**src/rtl/booth_seq_arbiter.sv**
```systemverilog
// booth_seq_arbiter: iterative radix-2 Booth multiplier, one step per cycle,
// shared between two requesters by a round-robin req/gnt arbiter.
module booth_seq_arbiter #(
   parameter int N  = 4,
   parameter int CW = 3
) (
   input  logic           clk,
   input  logic           rst,
   input  logic           req0,
   input  logic [N-1:0]   x0,
   input  logic [N-1:0]   y0,
   input  logic           req1,
   input  logic [N-1:0]   x1,
   input  logic [N-1:0]   y1,
   input  logic           abort,
   output logic           gnt0,
   output logic           gnt1,
   output logic           busy,
   output logic           done,
   output logic           done_id,
   output logic [2*N-1:0] z
);
   localparam logic [1:0] S_IDLE = 2'd0, S_CALC = 2'd1, S_DONE = 2'd2;
   logic [1:0]     state_q, state_d;
   logic [N:0]     a_q, a_d, m_q, m_d, sum;
   logic [N-1:0]   q_q, q_d;
   logic           q1_q, q1_d, last_q, last_d, own_q, own_d, idle;
   logic [CW-1:0]  cnt_q, cnt_d;
   logic [2*N-1:0] z_q, z_d, prod;
   assign idle    = state_q == S_IDLE;
   assign gnt0    = idle & req0 & (~req1 | last_q);
   assign gnt1    = idle & req1 & (~req0 | ~last_q);
   assign busy    = ~idle;
   assign prod    = {a_q[N-1:0], q_q};
   assign done    = (state_q == S_DONE) & ~abort;
   assign done_id = done & own_q;
   // the fresh product is visible in the DONE cycle itself; z_q keeps it afterwards
   assign z       = done ? prod : z_q;
   always_comb begin
      sum     = (q_q[0] & ~q1_q) ? a_q - m_q : (~q_q[0] & q1_q) ? a_q + m_q : a_q;
      state_d = state_q;
      a_d     = a_q;
      m_d     = m_q;
      q_d     = q_q;
      q1_d    = q1_q;
      cnt_d   = cnt_q;
      last_d  = last_q;
      own_d   = own_q;
      z_d     = z_q;
      if (idle) begin
         if (gnt0 | gnt1) begin
            state_d = S_CALC;
            a_d     = '0;
            m_d     = gnt1 ? {y1[N-1], y1} : {y0[N-1], y0};
            q_d     = gnt1 ? x1 : x0;
            q1_d    = 1'b0;
            cnt_d   = '0;
            last_d  = gnt1;
            own_d   = gnt1;
         end
      end else if (abort) begin
         state_d = S_IDLE;
      end else if (state_q == S_CALC) begin
         a_d     = {sum[N], sum[N:1]};
         q_d     = {sum[0], q_q[N-1:1]};
         q1_d    = q_q[0];
         cnt_d   = cnt_q + CW'(1);
         state_d = (cnt_q == CW'(N-1)) ? S_DONE : S_CALC;
      end else begin
         state_d = S_IDLE;
         z_d     = prod;
      end
   end
   always_ff @(posedge clk or posedge rst) begin
      if (rst) begin
         state_q <= S_IDLE;
         a_q     <= '0;
         m_q     <= '0;
         q_q     <= '0;
         q1_q    <= 1'b0;
         cnt_q   <= '0;
         last_q  <= 1'b1;
         own_q   <= 1'b0;
         z_q     <= '0;
      end else begin
         state_q <= state_d;
         a_q     <= a_d;
         m_q     <= m_d;
         q_q     <= q_d;
         q1_q    <= q1_d;
         cnt_q   <= cnt_d;
         last_q  <= last_d;
         own_q   <= own_d;
         z_q     <= z_d;
      end
   end
endmodule

```
**config.mk**
```make
export PLATFORM = sky130hd
export DESIGN_NAME = booth_seq_arbiter
export DESIGN_NICKNAME = d
export VERILOG_FILES = /design/src/rtl/booth_seq_arbiter.sv
export SDC_FILE = /design/constraint.sdc
export NUM_CORES = 1
export LEC_CHECK = 0
export ABC_AREA = 1
export CELL_PAD_IN_SITES_DETAIL_PLACEMENT = 1
export CELL_PAD_IN_SITES_GLOBAL_PLACEMENT = 1
export CORE_MARGIN = 8
export CORE_UTILIZATION = 25
export DETAILED_ROUTE_END_ITERATION = 6
export GPL_TIMING_DRIVEN = 0
export PLACE_DENSITY = 0.65
export SLEW_MARGIN = 20
export SYNTH_ARGS = -nofsm -noshare
export SYNTH_HDL_FRONTEND = slang
export SYNTH_SLANG_ARGS = --single-unit
```
**constraint.sdc**
```tcl
create_clock -name clk -period 1.95 [get_ports clk]
set_input_delay 0.195 -clock clk [delete_from_list [all_inputs] [get_ports clk]]
set_output_delay 0.195 -clock clk [all_outputs]
set_load 0.01 [all_outputs]
```
[Word-level counts from Yosys, hierarchy flattened]
Cells that the tools add are included.
Widths: inputs -> output; s select.
Cells by class
  equal/unequal tests: 5
  bitwise gates (word level): 19
  magnitude comparators: 0
  shift-type cells: 0
  multipliers: 0
  div/mod/pow operators: 0
  $add $sub $neg: 3
  reductions and logical operators: 5
  muxes and demuxes: 26
Operators with widths (number)
  $mux 5: 7
  $mux 4: 5
  $mux 3: 4
  $mux 2: 5
  $and 1x1->1: 8
  $mux 8: 1
  $not 1->1: 8
  $reduce_and 3->1: 2
  $add 5x5->5: 1
  $sub 5x5->5: 1
  $mux 1: 4
  $ne 2x1->1 const B: 2
  $add 3x1->3 const B: 1
  $eq 3x2->1 const B: 1
  $or 1x1->1: 3
  $eq 2x1->1 const B: 1
  $eq 2x2->1 const B: 1
  $logic_not 2->1: 1
  $reduce_and 2->1: 1
  $reduce_bool 2->1: 1
Word-level totals
  register bits after elaboration: 30
  memories kept: 0
  output and inout bits: 13
  bits in latches: 0
  memory bits (writable): 0
  memory bits (read-only): 0

[Logic depth before layout (Yosys ltp)]
Gate-level depths: netlist of the first run.
  word-level depth: 7
  mapped depth: 11

[Least setup slack after synthesis of the first run]
Ideal clock, no wire load.
  kind: reg2reg
  start: reg a_q[0]
  end: reg a_q[3]
  library setup time: 0.113 ns
  data required time: 1.837 ns
  cell stages (with the launch flop): 12
  path slack: 0.433 ns
  buffers on the path: 0
  clock period less this slack: 1.517 ns
  arrival time: 1.404 ns
  cells stage by stage: dfrtp_1 inv_1 ha_1 fa_1 inv_1 nand2_1 nand3_1 nand2_1 nand3_1 nand2_1 nand2_1 inv_1
On the way
  word-level cells in the longest chain between the ends: 6
Ends and longest elaborated chain
  from (decl): RTL line 25  | logic [N:0] a_q, a_d, m_q, m_d, sum;
  from (signal assigned): RTL line 77  | a_q <= '0;
  from (signal assigned): RTL line 87  | a_q <= a_d;
  $add 5x5->5: RTL line 40  | sum = (q_q[0] & ~q1_q) ? a_q - m_q : (~q_q[0] & q1_q) ? a_q + m_q : a_q;
  $mux 5: RTL line 40
  $mux 5 (*): RTL line 40
  $mux 5 (*): RTL line 63  | end else if (state_q == S_CALC) begin
  $mux 5 (*): RTL line 61  | end else if (abort) begin
  $mux 5 (*): RTL line 50  | if (idle) begin
Every way passes the cells marked *; elsewhere a longest branch is shown, timed or not. The select of a mux whose other input is x is not followed.
A chain may end at the register's enable or synchronous reset.

[Final worst setup path of the first run]
  start: reg state_q[1]
  end: out busy
On the way
  word-level cells in the longest chain between the ends: 2
Ends and longest elaborated chain
  from (decl): RTL line 24  | logic [1:0] state_q, state_d;
  from (signal assigned): RTL line 86  | state_q <= state_d;
  $logic_not 2->1: RTL line 30  | assign idle = state_q == S_IDLE;
  $not 1->1 (no line)
  to (decl): RTL line 18  | output logic busy,
No other way between the ends.

==> impl_results.rst, run 1 <==
.. list-table::
   :header-rows: 1

   * - Metric
     - Value
   * - Unrepaired setup endpoints after global routing
     - false
   * - CTS tree
     - yes
   * - Synth Flop Type
     - dfrtp_1
   * - Share of the synthesized area in the top cell type
     - a little under two fifths
   * - Area of the placeable core
     - roughly 7100 um^2
   * - First-pass GRT wire length
     - 8180 um
   * - Multiplexer share of the synthesized area
     - 0%
   * - Drt drc
     - 0
   * - Count of final setup violators
     - 0
   * - Placed insts
     - approximately 370
   * - Post-Synth Simple-Gate Area
     - 29.6%
   * - Maximum clock skew at final layout
     - 5.90 ps
   * - TNS Setup
     - 0 ps
   * - Number of detailed-route iterations in the first pass
     - 4
   * - Worst-path maximum fanout
     - 4
   * - Highest ir drop seen on vdd
     - 0.000403 V
   * - Transition time of the tightest slew-check pin
     - about 600 ps
   * - Iter 0 DRT Violations
     - between 60 and 70
   * - Y dimension of the die
     - just over 100 um
   * - Insertion delay of the later-clocked pin in the worst-skew pair
     - between 200 and 300 ps
   * - Avg Inst Size Synth
     - 7.69 um^2
   * - GRT Util Overall
     - 9.80%
   * - Share of the core filled with cells
     - 33.2%
   * - Library cells used by synthesis
     - 29
   * - Non-filler cells in the finished layout
     - between 300 and 400
   * - Nets
     - ~310
   * - Number of input and output port buffers inserted
     - 33
   * - Clock net sink count
     - 28
   * - Syn_nets
     - ~270
   * - Vias in the first global route
     - 1716
   * - Critical-path top delay cell
     - clkdlybuf4s50_1
   * - Final-report max-slew violation count
     - 0
   * - CTS Root Buffer Type
     - clkbuf_8
   * - Main area contributors after synthesis
     - dfrtp_1 (37%), nand2_1 (14%), inv_1 (7.7%)
   * - Clock Pin Slew Worst Setup and Hold Paths
     - approximately 100 ps
   * - Warnings, synthesis
     - 0
   * - Final antenna diode count
     - 0
   * - CP arrival
     - 1600 ps
   * - Number of synthesized flops with an enable pin
     - 0
   * - Crit path largest cell delay
     - between 400 and 500 ps
   * - Top-Level Pins
     - 34
   * - Maximum number of pins on one net before global-route repair
     - 29
   * - Power density over cell area
     - 1360 nW/um^2
   * - Minimum clock period after layout
     - approximately 1800 ps
   * - Library cell with the highest instance count after synthesis
     - nand2_1
   * - Routed Wire Length
     - ~4600 um
   * - WS Path Type
     - flop to output port
   * - Post-placement cell area
     - around 2300 um^2
   * - Number of antenna violations at the first check in global routing
     - 0
   * - Post-synthesis sequential area ratio
     - 38.7%
   * - Largest area contributor in the netlist
     - dfrtp_1
   * - Number of maximum-capacitance violations
     - 0
   * - Vias per inst
     - ~4.3
   * - Count of final hold-check violations
     - 0
   * - Startpoint Class
     - flop
   * - Leakage
     - 0.00121 uW
   * - Final RePlAce weighted congestion
     - 0.778
   * - Fraction of the mapped netlist area in compound gates
     - between 10% and 20%
   * - Number of CTS-inserted buffers
     - 3
   * - Synth cell count leaders
     - nand2_1 (69), inv_1 (37), dfrtp_1 (27)
   * - Share of synthesized registers carrying an async set or reset
     - 100%
   * - Fraction of the mapped netlist area in adder cells
     - a little under a tenth
   * - Post-synthesis share of cell area spent on xor and xnor gates
     - 0%
   * - Cell count after synthesis
     - approximately 240
   * - Gr ovfl total
     - 0
   * - Via count of the routed design
     - 1600
   * - Final clock period utilization by the worst path
     - roughly 92%
   * - Number of flip-flops and latches in the synthesized netlist
     - 28
   * - Cell row count
     - 31
   * - Number of H-tree levels
     - 1
   * - Share of layout cells above drive strength 1
     - 15.2%
   * - Number of antenna-violating nets in the routed design
     - 0
   * - Normalized max-slew margin
     - between 60 and 70%
   * - Req. time, crit path
     - around 1800 ps
   * - Worst Setup End Kind
     - output port
   * - Netlist area before placement
     - approximately 1800 um^2
   * - DPL Wire Length
     - 3810 um
   * - Maximum clock path buffer count
     - 2
   * - Full die area
     - roughly 10000 um^2
   * - Overall die width
     - between 100 and 150 um
   * - Relative area change from synthesis to final layout
     - 30.6%
   * - Path type of the worst min-delay path
     - input port to asynchronous set/reset pin
   * - F_max
     - 0.558 GHz
   * - Largest family of logic cells by synthesized area
     - simple AND/OR/NAND/NOR gates
   * - Area of all placed cells without fillers
     - around 2400 um^2
   * - Final total power
     - between 3000 and 4000 uW
   * - Run status
     - finished clean
   * - Starting density of the core
     - about 25%
   * - Ordered cell list for the critical path
     - buf_4 > nor2_4 > inv_4 > clkdlybuf4s50_1
   * - Post-detailed-route wirelength per cell
     - about 12 um
kinds of logic (layout without fill, tap and decap cells):
group / Yosys count / count (layout)
compound gates: 34 / 34
fa+ha+maj: 12 / 12
buf+inv: 47 / 88
flops: 28 / 28
simple gates: 115 / 115
state kept, by name (all words and copies together) (netlist names):
signal / flops
q_q: 4
last_q: 1
own_q: 1
a_q: 4
cnt_q: 3
q1_q: 1
m_q: 4
state_q: 2
z_q: 8
stage by stage:
stage / hold slack [ps] / setup slack (ps)
3_5_place_dp: 473 / -209
3_3_place_gp: 468 / -190
6_report: 297 / 156
5_1_grt: 354 / 65.6
2_1_floorplan: 260 / 433
4_1_cts: 479 / 137
timing repair:
item                       CTS  global route
setup endpoints to repair   11             0
setup buffers                4             0
hold buffers                 0             0
resized for setup           15             0
power breakdown:
group          internal, uW  leakage [uW]  switching [uW]  total, uW
Combinational           690      0.000828            1030       1720
Sequential              845      0.000347             208       1050
Clock                   275     0.0000357             186        461
layout make-up:
type	instances	area [um^2]
Buffer	2	18.8
Clock buffer	3	41.3
Clock inverter	1	30.0
Fill cell	903	4770
Inverter	45	175
Multi-Input combinational cell	161	931
Sequential cell	28	703
Tap cell	99	124
Timing Repair Buffer	37	347
final timing paths:
kind,endpoint,slack [ps],depth (start not counted),start
hold reg to reg,z_q[6],490,2,z_q[6]
max in group asynchronous,state_q[0],1230,2,rst
setup / recovery,busy,160,4,state_q[1]
hold / removal,z_q[2],300,2,rst
setup reg to reg,a_q[3],260,11,a_q[0]
min in group clk,m_q[3],480,3,y0[3]
layout by cell type, fill, tap and decap left out, types with 2 or more instances in the layout:
master           count
nand2_1             69
inv_4                2
or2_2                4
buf_4                4
o211ai_1             2
nor2_1               9
clkdlybuf4s50_1     22
or2_0                4
a21oi_1              4
dlygate4sd2_1       11
clkbuf_8             3
o21ai_1              2
fa_1                 2
o21ai_2              8
inv_2                7
nand3_1             20
inv_1               35
nor2_4               2
o22ai_1              3
ha_1                10
nand2_2              3
o21ai_0             13
dfrtp_1             26
worst max-delay path, delay by kind of cell (launching register included):
kind / cells / cell delay (ps)
buf+inv: 3 / 720
flops: 1 / 400
simple gates: 1 / 200
routing by layer:
| layer | wire, um | global-route usage (%) |
|---|---|---|
| met5 | 0 | 0 |
| met4 | 41 | 3.09 |
| met3 | 180 | 1.58 |
| met2 | 2070 | 16.1 |
| met1 | 2320 | 12.8 |
Note: power is estimated with default switching activity, not from simulation.
==> run 2: changes to the inputs <==
==> constraint.sdc (replaced) <==
create_clock -name clk -period 1.95 [get_ports clk]
set_input_delay 0.39 -clock clk [delete_from_list [all_inputs] [get_ports clk]]
set_output_delay 0.39 -clock clk [all_outputs]
set_load 0.01 [all_outputs]
==> impl_results.rst, run 2 (synthesis gave the netlist of run 1 again) <==
.. list-table::
   :header-rows: 1

   * - Metric
     - Value
   * - Run status
     - finished clean
   * - Relative area change from synthesis to final layout
     - 29.2%
   * - Full die area
     - 10200 um^2 (unchanged)
   * - Reg-to-Reg Start
     - a_q[0]
   * - Number of cell instances on the worst register-to-register path
     - 11 (unchanged)
   * - Final-report max-slew violation count
     - 0 (unchanged)
   * - WS Path Type
     - input port to output port
   * - Overall die width
     - 101 um (unchanged)
   * - Register name with the most flops
     - z_q
   * - Sum of met2 wire segment lengths after detailed routing
     - 2030 um (-2.0%)
   * - Normalized max-slew margin
     - 60.3% (about the same)
   * - Req. time, crit path
     - 1560 ps (-190 ps)
   * - Post-detailed-route wirelength per cell
     - 12.3 um (+0.13%)
   * - Number of antenna-violating nets in the routed design
     - 0 (unchanged)
   * - Highest ir drop seen on vdd
     - 0.000406 V (+0.61%)
   * - Unrepaired setup endpoints after global routing
     - false
   * - Top-Level Pins
     - 34 (unchanged)
   * - Maximum clock skew at final layout
     - 6.03 ps (+0.132 ps)
   * - Number of H-tree levels
     - 1 (unchanged)
   * - Power density over cell area
     - 1390 nW/um^2 (+2.0%)
   * - Drt drc
     - 0 (unchanged)
   * - Iter 0 DRT Violations
     - 71 (+4.4%)
   * - Ordered cell list for the critical path
     - clkdlybuf4s50_1 > inv_1 > o211ai_4 > inv_2 > dlygate4sd2_1
   * - CTS Root Buffer Type
     - clkbuf_8
   * - Area of the placeable core
     - 7140 um^2 (unchanged)
   * - Maximum number of pins on one net before global-route repair
     - 29 (unchanged)
   * - Clock Pin Slew Worst Setup and Hold Paths
     - 100 ps (about the same)
   * - Final clock period utilization by the worst path
     - 97.8% (+5.8 points)
   * - Final RePlAce weighted congestion
     - 0.778 (unchanged)
   * - Transition time of the tightest slew-check pin
     - 595 ps (-0.363 ps)
   * - Maximum clock path buffer count
     - 2 (unchanged)
   * - Via count of the routed design
     - 1594 (-0.38%)
   * - Nets
     - 311 (unchanged)
   * - F_max
     - 0.524 GHz (-6.0%)
   * - Routed Wire Length
     - 4620 um (+0.13%)
   * - Vias per inst
     - 4.24 (-0.37%)
   * - Most frequent standard cell in the layout excluding fill and tap cells
     - nand2_1
   * - Number of input and output port buffers inserted
     - 33 (unchanged)
   * - Insertion delay of the later-clocked pin in the worst-skew pair
     - 270 ps (about the same)
   * - Non-filler cells in the finished layout
     - 376 (unchanged)
   * - Wl on met1
     - 2340 um (+0.91%)
   * - Number of maximum-capacitance violations
     - 0 (unchanged)
   * - Clock net sink count
     - 28 (unchanged)
   * - Path type of the worst min-delay path
     - input port to asynchronous set/reset pin
   * - Startpoint Class
     - input port
   * - CP arrival
     - 1520 ps (-80 ps)
   * - DPL Wire Length
     - 3810 um (unchanged)
   * - Count of final setup violators
     - 0 (unchanged)
   * - Worst-path maximum fanout
     - 4 (unchanged)
   * - Critical path buffer and inverter count
     - 4 (+1)
   * - Number of buffers added to fix hold violations after cts
     - 0 (unchanged)
   * - Uppermost metal layer occupied by signal nets
     - met4
   * - Worst Setup End Kind
     - output port
   * - Minimum clock period after layout
     - 1910 ps (+114 ps)
   * - Met3 layer wire length in the routed design
     - 208 um (+16%)
   * - Number of CTS-inserted buffers
     - 3 (unchanged)
   * - First-pass GRT wire length
     - 8310 um (+1.6%)
   * - Leakage
     - 0.00121 uW (about the same)
   * - Count of final hold-check violations
     - 0 (unchanged)
   * - Y dimension of the die
     - 101 um (unchanged)
   * - CTS tree
     - yes
   * - Placed insts
     - 368 (unchanged)
   * - Flip-flop count of the largest register after layout
     - 8 (unchanged)
   * - Slack of the worst reg-to-reg path
     - 250 ps (about the same)
   * - Final antenna diode count
     - 0 (unchanged)
   * - Setup crit start
     - req1
   * - GRT Util Overall
     - 9.93% (+0.13 points)
   * - Final total power
     - 3260 uW (+0.96%)
   * - Crit path largest cell delay
     - 490 ps (about the same)
   * - Gr ovfl total
     - 0 (unchanged)
   * - Number of detailed-route iterations in the first pass
     - 4 (unchanged)
   * - Share of layout cells above drive strength 1
     - 18.8% (+3.6 points)
   * - Top Family by Delay on Critical Path
     - buffers and inverters
   * - Vias in the first global route
     - 1732 (+0.93%)
   * - Starting density of the core
     - 25.4% (unchanged)
   * - R2r endpoint
     - a_q[3]
   * - Critical-path top delay cell
     - clkdlybuf4s50_1
   * - Share of the core filled with cells
     - 32.9% (-0.35 points)
   * - Number of antenna violations at the first check in global routing
     - 0 (unchanged)
   * - Cell row count
     - 31 (unchanged)
   * - Most used cells in the layout excluding fill and tap cells
     - nand2_1 (69), inv_1 (35), dfrtp_1 (26)
## run 2: cell count changes in the layout (fill, tap and decap cells not counted), sizes merged
cell	previous run	this run
buf	5	14
clkdlybuf4s50	22	18
dlymetal6s2s	0	1
dlygate4sd2	11	4
clkdlybuf4s15	0	1
## run 2: what timing repair did
item,CTS,global route
pin swaps,3,3
cloned,0,0
setup endpoints to repair,13,11
resized for setup,48,1
buffers inserted,4,1
## run 2: layout make-up
class | instances | area (um^2)
clock buffer | 3 | 41.3
buffer | 1 | 3.75
inverter | 45 | 178
timing repair buffer | 38 | 334
fill | 899 | 4790
tap | 99 | 124
sequential | 28 | 703
multi-input combinational | 161 | 931
clock inverter | 1 | 30.0
## run 2: report_power, final
group	internal (uW)	switching, uW
Combinational	704	1040
Clock	275	187
Sequential	845	207
## run 2: layer usage
metal / up-vias / GRT usage (%)
met1: 742 / 13.0
met5: - / 0
met4: 0 / 3.09
li1: 822 / -
met3: 2 / 1.86
met2: 28 / 16.1
## run 2: metrics by stage
stage               setup WS (ps)  instance area, um^2  TNS, ps  hold slack [ps]
floorplan                     433                 1810        0              453
global placement             -580                 2270    -5540              468
detailed placement           -599                 2270    -5710              473
CTS                          6.17                 2350        0              500
global route                 3.98                 2340        0              513
finish                       42.9                 2340        0              492
## run 2: how the worst max path moves through the flow
stage,end,cells after the start
finish,gnt0,5
global route,gnt0,5
CTS,gnt1,5
detailed placement,z[6],9
global placement,z[6],9
floorplan,a_q[3],11
